$ cat src/rtl/uart_tx_serializer.sv
// ---------------------------------------------------------------------------
// uart_tx_serializer
//
// UART transmitter for the inter-board game link. Accepts one parallel word
// over a valid/ready handshake and shifts it out on tx_o as:
//   start (0), DATA_BITS data bits LSB first, [even parity], stop (1).
// Every bit lasts exactly OVERSAMPLE pulses of tick_i, the same oversample
// tick the companion receiver counts with.
//
// Optional feature (compile-time macro UART_TX_PARITY_EN):
//   defined   -> adds a PARITY state carrying the XOR of the latched data bits
//   undefined -> no parity logic, DATA goes straight to STOP
//
// Parameters:
//   DATA_BITS  : data bits per frame (5..9)
//   OVERSAMPLE : tick_i pulses per bit period (power of two, 4..16)
//
// Ports:
//   clk_i    : system clock
//   rst_ni   : asynchronous active-low reset
//   tick_i   : oversample enable, one clk_i cycle wide
//   data_i   : word to transmit, captured on the handshake
//   valid_i  : data_i is valid
//   ready_o  : block can accept a word (IDLE only)
//   tx_o     : serial line, idles high
//   busy_o   : frame in progress
//   done_o   : one-cycle pulse when the stop bit completes
//
// All outputs are registered and decoded from the next state, so there is no
// combinational path from any input to any output.
// ---------------------------------------------------------------------------
module uart_tx_serializer #(
  parameter int DATA_BITS  = 8,
  parameter int OVERSAMPLE = 16
) (
  input  logic                 clk_i,
  input  logic                 rst_ni,
  input  logic                 tick_i,
  input  logic [DATA_BITS-1:0] data_i,
  input  logic                 valid_i,
  output logic                 ready_o,
  output logic                 tx_o,
  output logic                 busy_o,
  output logic                 done_o
);

  localparam int CNT_W = $clog2(OVERSAMPLE);
  localparam int BIT_W = $clog2(DATA_BITS);
  localparam logic [CNT_W-1:0] CNT_LAST = CNT_W'(OVERSAMPLE - 1);
  localparam logic [BIT_W-1:0] BIT_LAST = BIT_W'(DATA_BITS - 1);

`ifdef UART_TX_PARITY_EN
  typedef enum logic [2:0] {
    IDLE,
    START,
    DATA,
    PARITY,
    STOP
  } state_t;
`else
  typedef enum logic [1:0] {
    IDLE,
    START,
    DATA,
    STOP
  } state_t;
`endif

  state_t                 state_q, state_d;
  logic [DATA_BITS-1:0]   shift_q, shift_d;
  logic [CNT_W-1:0]       cnt_q, cnt_d;
  logic [BIT_W-1:0]       bitc_q, bitc_d;
  logic                   tx_q, tx_d;
  logic                   ready_q, ready_d;
  logic                   busy_q, busy_d;
  logic                   done_q, done_d;
  logic                   bit_end;
`ifdef UART_TX_PARITY_EN
  logic                   parity_q, parity_d;
`endif

  // A bit ends on the tick that would take the counter past OVERSAMPLE-1.
  assign bit_end = tick_i && (cnt_q == CNT_LAST);

  always_comb begin
    state_d  = state_q;
    shift_d  = shift_q;
    cnt_d    = cnt_q;
    bitc_d   = bitc_q;
    done_d   = 1'b0;
`ifdef UART_TX_PARITY_EN
    parity_d = parity_q;
`endif

    // Count ticks only inside a frame; a tick coinciding with the
    // handshake is ignored because the FSM is still in IDLE then.
    if (state_q != IDLE && tick_i) begin
      cnt_d = cnt_q + 1'b1;
    end

    case (state_q)
      IDLE: begin
        if (valid_i) begin
          state_d  = START;
          shift_d  = data_i;
          cnt_d    = '0;
`ifdef UART_TX_PARITY_EN
          parity_d = ^data_i;
`endif
        end
      end
      START: begin
        if (bit_end) begin
          state_d = DATA;
          cnt_d   = '0;
          bitc_d  = '0;
        end
      end
      DATA: begin
        if (bit_end) begin
          shift_d = shift_q >> 1;
          cnt_d   = '0;
          if (bitc_q == BIT_LAST) begin
            bitc_d  = '0;
`ifdef UART_TX_PARITY_EN
            state_d = PARITY;
`else
            state_d = STOP;
`endif
          end else begin
            bitc_d = bitc_q + 1'b1;
          end
        end
      end
`ifdef UART_TX_PARITY_EN
      PARITY: begin
        if (bit_end) begin
          state_d = STOP;
          cnt_d   = '0;
        end
      end
`endif
      STOP: begin
        if (bit_end) begin
          state_d = IDLE;
          cnt_d   = '0;
          done_d  = 1'b1;
        end
      end
      default: begin
        state_d = IDLE;
        cnt_d   = '0;
      end
    endcase

    // Moore outputs decoded from the next state so they line up with it.
    case (state_d)
      START:   tx_d = 1'b0;
      DATA:    tx_d = shift_d[0];
`ifdef UART_TX_PARITY_EN
      PARITY:  tx_d = parity_d;
`endif
      default: tx_d = 1'b1;
    endcase
    ready_d = (state_d == IDLE);
    busy_d  = (state_d != IDLE);
  end

  always_ff @(posedge clk_i or negedge rst_ni) begin
    if (!rst_ni) begin
      state_q  <= IDLE;
      shift_q  <= '0;
      cnt_q    <= '0;
      bitc_q   <= '0;
      tx_q     <= 1'b1;
      ready_q  <= 1'b1;
      busy_q   <= 1'b0;
      done_q   <= 1'b0;
`ifdef UART_TX_PARITY_EN
      parity_q <= 1'b0;
`endif
    end else begin
      state_q  <= state_d;
      shift_q  <= shift_d;
      cnt_q    <= cnt_d;
      bitc_q   <= bitc_d;
      tx_q     <= tx_d;
      ready_q  <= ready_d;
      busy_q   <= busy_d;
      done_q   <= done_d;
`ifdef UART_TX_PARITY_EN
      parity_q <= parity_d;
`endif
    end
  end

  assign tx_o    = tx_q;
  assign ready_o = ready_q;
  assign busy_o  = busy_q;
  assign done_o  = done_q;

endmodule
$ cat config.mk
export PLATFORM = sky130hd
export DESIGN_NAME = uart_tx_serializer
export DESIGN_NICKNAME = d
export VERILOG_FILES = /design/src/rtl/uart_tx_serializer.sv
export SDC_FILE = /design/constraint.sdc
export NUM_CORES = 1
export LEC_CHECK = 0
export CORE_ASPECT_RATIO = 1.2
export CORE_MARGIN = 2
export CORE_UTILIZATION = 47
export DETAILED_ROUTE_END_ITERATION = 12
export GPL_ROUTABILITY_DRIVEN = 0
export HOLD_SLACK_MARGIN = 0.1
export PLACE_DENSITY = 0.74
export SLEW_MARGIN = 20
export SYNTH_ARGS = -nofsm -noshare
export SYNTH_HDL_FRONTEND = slang
export SYNTH_SLANG_ARGS = --single-unit
$ cat constraint.sdc
create_clock -name clk_i -period 1.6 [get_ports clk_i]
set_input_delay 0.48 -clock clk_i [delete_from_list [all_inputs] [get_ports clk_i]]
set_output_delay 0.48 -clock clk_i [all_outputs]
set_load 0.01 [all_outputs]
==> results of run 1 <==
power by group through the flow:
stage	combinational [mW]	sequential [mW]	clock [mW]
after floorplan	0.368	0.818	0
after global placement	0.569	0.847	0
after global routing	0.689	0.867	0.293
final	0.627	0.843	0.256
after CTS	0.617	0.846	0.260
after detailed placement	0.599	0.856	0
worst min path at each step:
stage                          start         end  slack (ns)  depth (start not counted)
final                         rst_ni   bitc_q[0]        0.51                          2
after global routing          rst_ni    cnt_q[2]        0.51                          2
after CTS                     rst_ni   bitc_q[0]        0.52                          2
after detailed placement  shift_q[1]  shift_q[1]        0.49                          1
after global placement     bitc_q[1]   bitc_q[1]        0.49                          2
after floorplan               rst_ni   bitc_q[0]        0.18                          0
placed cells by master, fill, tap and decap left out, types with 2 or more instances in the layout:
| cell | n |
|---|---|
| nand2_1 | 11 |
| dfrtp_1 | 19 |
| buf_4 | 14 |
| nor2_4 | 2 |
| dfstp_2 | 2 |
| nor2b_1 | 4 |
| a31oi_1 | 3 |
| o21ai_0 | 7 |
| clkbuf_4 | 3 |
| and2_1 | 6 |
| clkdlybuf4s50_1 | 9 |
| buf_6 | 2 |
| a221o_1 | 6 |
| ha_2 | 2 |
| nor2_1 | 3 |
| dlygate4sd2_1 | 4 |
critical path, cell delays in order, from the launching register on:
cell and delay (ns):
dfrtp_1 0.41, ha_2 0.19, and4_4 0.17, and3b_2 0.26, buf_6 0.15, a221o_1 0.31
final cells by class:
class                      count  area share [%]
clock buffer                   3            1.63
clock inverter                 1           0.363
inverter                       2           0.544
multi-input combinational     67            37.0
sequential                    21            38.3
tap                           30            2.72
timing repair buffer          31            19.4
repair_timing:
item                       4_1_cts  5_1_grt
cloned                           0        0
pin swaps                        9        6
resized for setup               14        5
setup endpoints to repair       15       12
setup buffers                    1        0
kinds of logic after synthesis:
logic type,count (synthesis)
AOI/OAI and AO/OA,23
xor gates and xnor gates,2
adders and majority gates,3
buffers and inverters,7
DFF,21
muxes,1
and+or+nand+nor,38
registers in the layout, indices dropped and copies added (netlist names):
signal and count:
tx_o 1, busy_o 1, ready_o 1, shift_q 8, cnt_q 4, state_q 2, bitc_q 3, done_o 1
per-layer routing:
| metal | global-route usage (%) | share of wire [%] |
|---|---|---|
| met3 | 3.25 | 2.7 |
| met5 | 0 | 0 |
| met4 | 6.75 | 0.63 |
| met2 | 32.7 | 56 |
| met1 | 21.1 | 41 |
==> results.sh, run 1 <==
export IMPL_root_buffer="clkbuf_4"
export IMPL_antenna_found_initial=0
export IMPL_viasPerCell=5.29
export IMPL_clk_latency_ns=0.30
export IMPL_stdcell_area_um2=1380
export IMPL_die_area_um2=2620
export IMPL_path_max_fanout=8
export IMPL_fin_crit_sh_pct=100
export IMPL_fp_row_count=18
export IMPL_grt_use_total_pct=18.6
export IMPL_finalNonFillerCells=155
export IMPL_final_layout_size_suffix_gt1_share_pct=29.6
export IMPL_switching_share_pct=32.7
export IMPL_fillerInstances=172
export IMPL_ant_nets=0
export IMPL_die_w_um=47.1
export IMPL_worstReg2RegEnd="shift_q[3]"
export IMPL_synth_xor_xnor_area_share_pct=2.39
export IMPL_timing_fmax_mhz=625
export IMPL_tns_ns=-0.000556
export IMPL_synthMuxAreaShare_pct=1.44
export IMPL_path_clk_slew_ns=0.12
export IMPL_slew_headroom_pct=75.3
export IMPL_drc=0
export IMPL_p_int_mw=1.16
export IMPL_grt_setup_unrepaired="yes"
export IMPL_ys_seq_area_share_pct=50.5
export IMPL_yosysUniqueCellTypes=36
export IMPL_cts_hold_buf=0
export IMPL_r2r_setup_slack_ns=-0.0006
export IMPL_wl_per_cell_um=13.3
export IMPL_yosysWarnings=0
export IMPL_pwr_share_seq_pct=48.8
export IMPL_cts_tree="built"
export IMPL_hold_viol_final=0
export IMPL_preCtsSetupSlack_ns=-0.465
export IMPL_power_leakage_nw=0.615
export IMPL_ys_top_cells_by_count="dfrtp_1, nand2_1, o21ai_0, a221o_1, and2_1"
export IMPL_failed_checks="negative setup slack"
export IMPL_dp_cells=150
export IMPL_ys_async_sr_fraction_pct=100
export IMPL_worstPathRequired_ns=1.79
export IMPL_finClkSkew_ns=0.00753
export IMPL_p_sw_mw=0.564
export IMPL_synth_top_cell_area_share_pct=45.5
export IMPL_critPathKind="flop to flop"
export IMPL_yosysMostFrequentCell="dfrtp_1"
export IMPL_drt_iter0_markers=13
export IMPL_slew_violations=0
export IMPL_finish_utilization_pct=66.5
export IMPL_vias=820
export IMPL_holdWs_ns=0.507
export IMPL_worstMarginPinSlew_ns=0.369
export IMPL_grt_max_degree=22
export IMPL_syn_area_um2=1050
export IMPL_combPwrFrac_pct=36.3
export IMPL_hpwl_um=1590
export IMPL_grt_pass1_vias=844
export IMPL_coreArea_um2=2070
export IMPL_crit_end="shift_q[3]"
export IMPL_register_area_um2=528
export IMPL_start_util_pct=50.5
export IMPL_clockPowerShare_pct=14.9
export IMPL_placedInstanceArea_um2=1320
export IMPL_total_power_mw=1.73
export IMPL_startpoint="cnt_q[0]"
export IMPL_die_h_um=55.7
export IMPL_fin_ws_ns=-0.000556
export IMPL_setup_viol_count_final=1
export IMPL_synth_area_top_cells="dfrtp_1, a221o_1, dfstp_2"
export IMPL_synth_top_family_by_area="simple AND/OR/NAND/NOR gates"
export IMPL_multi_input_comb_area_um2=510
export IMPL_cts_max_path_buffers=2
export IMPL_synth_simple_area_share_pct=21.3
export IMPL_dr_pass1_iters=4
export IMPL_fin_crit_ns=1.60
export IMPL_cp_arrival_ns=1.79
export IMPL_r2r_start="cnt_q[0]"
export IMPL_worst_setup_path_start_kind="flop"
export IMPL_outcome="complete, but fails checks"
export IMPL_num_antenna_cells=0
export IMPL_port_buffer_count=15
export IMPL_synth_compound_area_share_pct=16.9
export IMPL_ys_seq_elements=21
export IMPL_numClockSinks=21
export IMPL_hold_path_class="input port to async pin"
export IMPL_avgSynthCellArea_um2=11.0
export IMPL_ioPinCount=16
export IMPL_htreeDepth=1
export IMPL_reg2reg_depth=5
export IMPL_synth_edf_count=0
export IMPL_synth_largest_area_cell="dfrtp_1"
export IMPL_final_net_count=141
export IMPL_synth_fa_ha_area_share_pct=3.59
export IMPL_syn_inst=95
export IMPL_grt_overflow=0
export IMPL_syn2layout_area_growth_pct=31.8
export IMPL_cts_buffers=3
export IMPL_synth_ff_type="dfrtp_1"
export IMPL_maxCapViolCount=0
export IMPL_grt_pass1_wl_um=3600
export IMPL_synth_fp_nets=110
export IMPL_peakVddDrop_uv=951
export IMPL_finalWirelength_um=2070
export IMPL_end_kind="flop"
export IMPL_power_density_nw_per_um2=1250
Power figures use the tool's default switching activity.
==> inputs of run 2 (changes only) <==
--- a/config.mk
+++ b/config.mk
@@ -12,6 +12,8 @@
 export GPL_ROUTABILITY_DRIVEN = 0
 export HOLD_SLACK_MARGIN = 0.1
 export PLACE_DENSITY = 0.74
+export SETUP_SLACK_MARGIN = 0.1
+export SKIP_CTS_REPAIR_TIMING = 1
 export SLEW_MARGIN = 20
 export SYNTH_ARGS = -nofsm -noshare
 export SYNTH_HDL_FRONTEND = slang
==> results.sh, run 2 (synthesis results as in run 1) <==
export IMPL_antenna_found_initial=0
export IMPL_path_clk_slew_ns=0.12
export IMPL_clk_latency_ns=0.30
export IMPL_r2r_setup_slack_ns=-0.03
export IMPL_cp_arrival_ns=1.81
export IMPL_final_common_cell="dfrtp_1"
export IMPL_power_leakage_nw=0.662
export IMPL_die_area_um2=2620
export IMPL_largest_reg_flops=8
export IMPL_grt_setup_unrepaired="yes"
export IMPL_hold_path_class="input port to async pin"
export IMPL_drt_iter0_markers=23
export IMPL_slew_headroom_pct=77.7
export IMPL_root_buffer="clkbuf_4"
export IMPL_fin_crit_sh_pct=102
export IMPL_fillerInstances=163
export IMPL_reg2reg_depth=5
export IMPL_num_antenna_cells=0
export IMPL_port_buffer_count=15
export IMPL_timing_fmax_mhz=614
export IMPL_drc=0
export IMPL_setup_viol_count_final=6
export IMPL_multi_input_comb_area_um2=514
export IMPL_critPathKind="flop to flop"
export IMPL_worst_setup_path_start_kind="flop"
export IMPL_vias=832
export IMPL_r2r_start="cnt_q[1]"
export IMPL_grt_pass1_vias=826
export IMPL_dr_pass1_iters=6
export IMPL_grt_pass1_wl_um=3450
export IMPL_wl_per_cell_um=12.5
export IMPL_finClkSkew_ns=0.00918
export IMPL_die_h_um=55.7
export IMPL_grt_use_total_pct=17.9
export IMPL_largest_register="shift_q"
export IMPL_reg_top3="shift_q (8), cnt_q (4), bitc_q (3)"
export IMPL_preCtsSetupSlack_ns=-0.523
export IMPL_grt_overflow=0
export IMPL_worstMarginPinSlew_ns=0.333
export IMPL_cts_tree="built"
export IMPL_numClockSinks=21
export IMPL_worstPathRequired_ns=1.78
export IMPL_viasPerCell=5.30
export IMPL_fin_ws_ns=-0.0289
export IMPL_cts_buffers=3
export IMPL_tns_ns=-0.106
export IMPL_worstReg2RegEnd="shift_q[1]"
export IMPL_ant_nets=0
export IMPL_register_area_um2=528
export IMPL_cts_max_path_buffers=2
export IMPL_hold_viol_final=0
export IMPL_die_w_um=47.1
export IMPL_final_layout_size_suffix_gt1_share_pct=31.5
export IMPL_ioPinCount=16
export IMPL_syn2layout_area_growth_pct=35.2
export IMPL_outcome="complete, but fails checks"
export IMPL_hpwl_um=1560
export IMPL_failed_checks="negative setup slack"
export IMPL_final_net_count=143
export IMPL_start_util_pct=50.5
export IMPL_htreeDepth=1
export IMPL_grt_max_degree=22
export IMPL_path_max_fanout=7
export IMPL_end_kind="flop"
export IMPL_peakVddDrop_uv=830
export IMPL_finalNonFillerCells=157
export IMPL_slew_violations=0
export IMPL_coreArea_um2=2070
export IMPL_maxCapViolCount=0
export IMPL_finalWirelength_um=1960
export IMPL_fin_crit_ns=1.63
export IMPL_layout_common_cells="dfrtp_1, buf_4, nand2_1, clkdlybuf4s50_1, o21ai_0"
export IMPL_fp_row_count=18
export IMPL_dp_cells=152
export IMPL_power_density_nw_per_um2=1220
[run 2: changes by cell type in the layout (fill, tap and decap cells not counted), sizes merged]
cell	change
dlygate4sd2	-4
clkdlybuf4s15	-1
buf	+2
dlymetal6s2s	+4
clkbuf	+1
[run 2: final cells by class]
class | count | area share [%]
multi-input cells | 67 | 36.4
well taps | 30 | 2.65
repair buffers | 33 | 21.0
clock inverters | 1 | 0.354
clock buffers | 3 | 1.59
inverters | 2 | 0.708
flip-flops and latches | 21 | 37.3
[run 2: through the flow]
stage	hold slack, ns	power (mW)	area (um^2)	util [%]
after global routing	0.502	1.85	1410	68.2
after detailed placement	0.499	1.47	1340	64.5
after global placement	0.488	1.44	1340	64.5
after floorplan	0.184	1.19	1060	-
final	0.511	1.72	1410	68.2
after CTS	0.506	1.72	1360	65.8
[run 2: per-layer routing]
layer | GRT usage, % | routed length, um | vias up
met3 | 3.25 | 59 | 2
met2 | 31.3 | 1040 | 19
li1 | - | - | 405
met1 | 20.5 | 839 | 406
met5 | 0 | 0 | -
met4 | 6.75 | 19 | 0
[run 2: worst max-delay path by stage]
stage / startpoint / end / depth (start not counted)
2_1_floorplan: cnt_q[0] / shift_q[2] / 6
3_3_place_gp: tick_i / shift_q[6] / 5
3_5_place_dp: tick_i / shift_q[1] / 5
4_1_cts: tx_o / tx_o / 1
5_1_grt: cnt_q[1] / shift_q[1] / 5
6_report: cnt_q[1] / shift_q[1] / 5
[run 2: critical path, stage by stage, from the launching register on]
cell and delay (ns):
dfrtp_1 0.40, ha_2 0.19, and4_4 0.20, and3b_2 0.26, buf_6 0.15, a221o_1 0.31
[run 2: power by group]
part / internal [mW] / total (mW) / switching (mW)
combinational: 0.361 / 0.643 / 0.282
clock: 0.0930 / 0.244 / 0.151
sequential: 0.720 / 0.836 / 0.117
==> inputs of run 3 (changes only) <==
--- a/config.mk
+++ b/config.mk
@@ -7,14 +7,14 @@
 export LEC_CHECK = 0
 export CORE_ASPECT_RATIO = 1.2
 export CORE_MARGIN = 2
-export CORE_UTILIZATION = 47
+export CORE_UTILIZATION = 38
 export DETAILED_ROUTE_END_ITERATION = 12
 export GPL_ROUTABILITY_DRIVEN = 0
 export HOLD_SLACK_MARGIN = 0.1
-export PLACE_DENSITY = 0.74
 export SETUP_SLACK_MARGIN = 0.1
 export SKIP_CTS_REPAIR_TIMING = 1
 export SLEW_MARGIN = 20
 export SYNTH_ARGS = -nofsm -noshare
 export SYNTH_HDL_FRONTEND = slang
 export SYNTH_SLANG_ARGS = --single-unit
+export TNS_END_PERCENT = 5
==> results.sh, run 3 (synthesis results as in run 1) <==
export IMPL_grt_setup_unrepaired="yes"
export IMPL_finalWirelength_um=1990
export IMPL_cp_arrival_ns=1.84
export IMPL_slew_headroom_pct=81.6
export IMPL_coreArea_um2=2580
export IMPL_grt_overflow=0
export IMPL_die_area_um2=3190
export IMPL_finish_utilization_pct=54.8
export IMPL_worstReg2RegEnd="shift_q[6]"
export IMPL_largest_register="shift_q"
export IMPL_power_leakage_nw=0.674
export IMPL_htreeDepth=1
export IMPL_dr_pass1_iters=4
export IMPL_grt_max_degree=22
export IMPL_peakVddDrop_uv=567
export IMPL_viasPerCell=4.97
export IMPL_preCtsSetupSlack_ns=-0.491
export IMPL_final_net_count=145
export IMPL_path_max_fanout=5
export IMPL_hold_viol_final=0
export IMPL_syn2layout_area_growth_pct=35.0
export IMPL_startpoint="cnt_q[1]"
export IMPL_ant_nets=0
export IMPL_antenna_found_initial=0
export IMPL_failed_checks="negative setup slack"
export IMPL_maxCapViolCount=0
export IMPL_fin_ws_ns=-0.0522
export IMPL_hold_path_class="input port to async pin"
export IMPL_drt_iter0_markers=17
export IMPL_path_clk_slew_ns=0.11
export IMPL_r2r_setup_slack_ns=-0.05
export IMPL_drc=0
export IMPL_setup_viol_count_final=6
export IMPL_largest_reg_flops=8
export IMPL_start_util_pct=40.6
export IMPL_total_power_mw=1.72
export IMPL_grt_pass1_wl_um=3540
export IMPL_root_buffer="clkbuf_4"
export IMPL_die_w_um=51.9
export IMPL_fp_row_count=20
export IMPL_end_kind="flop"
export IMPL_cts_tree="built"
export IMPL_port_buffer_count=15
export IMPL_r2r_start="cnt_q[1]"
export IMPL_grt_use_total_pct=15.0
export IMPL_die_h_um=61.5
export IMPL_finClkSkew_ns=0.00394
export IMPL_ioPinCount=16
export IMPL_timing_fmax_mhz=605
export IMPL_clk_latency_ns=0.29
export IMPL_numClockSinks=21
export IMPL_layout_common_cells="buf_4, dfrtp_1, nand2_1, clkdlybuf4s50_1, o21ai_0"
export IMPL_final_layout_size_suffix_gt1_share_pct=31.8
export IMPL_reg2reg_depth=5
export IMPL_outcome="complete, but fails checks"
export IMPL_vias=805
export IMPL_fin_crit_sh_pct=103
export IMPL_worstPathRequired_ns=1.78
export IMPL_num_antenna_cells=0
export IMPL_worstMarginPinSlew_ns=0.275
export IMPL_reg_top3="shift_q (8), cnt_q (4), bitc_q (3)"
export IMPL_wl_per_cell_um=12.3
export IMPL_grt_pass1_vias=835
export IMPL_fillerInstances=228
export IMPL_critPathKind="flop to flop"
export IMPL_cts_max_path_buffers=2
export IMPL_power_density_nw_per_um2=1220
export IMPL_worst_setup_path_start_kind="flop"
export IMPL_slew_violations=0
export IMPL_fin_crit_ns=1.65
export IMPL_final_common_cell="buf_4"
export IMPL_hpwl_um=1490
export IMPL_cts_buffers=3
run 3: layout make-up:
cell class	count	area, um^2	share of cell area [%]
clock buffers	4	26.3	1.86
inverters	2	7.51	0.531
multi-input cells	67	502	35.5
flip-flops and latches	21	528	37.4
well taps	33	41.3	2.92
repair buffers	35	308	21.8
run 3: worst max-delay path, stage by stage (launching register included):
cell and delay, ns:
dfrtp_1 0.41, ha_2 0.20, and4_4 0.19, and3b_2 0.26
buf_4 0.16, a221o_1 0.35
run 3: stage by stage:
stage	cell area, um^2	hold slack [ns]	instances	setup TNS, ns
floorplan	1060	0.184	95	0
global placement	1360	0.488	158	-6.38
detailed placement	1360	0.496	158	-6.87
CTS	1390	0.519	162	-1.85
global route	1410	0.534	162	-0.550
finish	1410	0.517	162	-0.241
run 3: worst max path at each step:
stage / to / cells after the start / slack [ns]
finish: shift_q[6] / 5 / -0.05
global route: shift_q[6] / 5 / -0.08
CTS: ready_o / 1 / -0.26
detailed placement: shift_q[6] / 5 / -0.49
global placement: shift_q[1] / 5 / -0.44
floorplan: shift_q[2] / 6 / 0.01
run 3: power breakdown:
group	leakage (nW)	internal (mW)	switching, mW
Combinational	0.403	0.370	0.265
Clock	0.0150	0.0968	0.146
Sequential	0.256	0.719	0.122
Total	0.674	1.19	0.533
run 3: routing by layer:
layer,global-route usage [%],share of wire [%],vias to the layer above
met5,0,0,-
met4,6.77,1.1,0
met3,1.46,3.2,2
met2,27.5,51,13
met1,17.8,44,377
li1,-,-,413
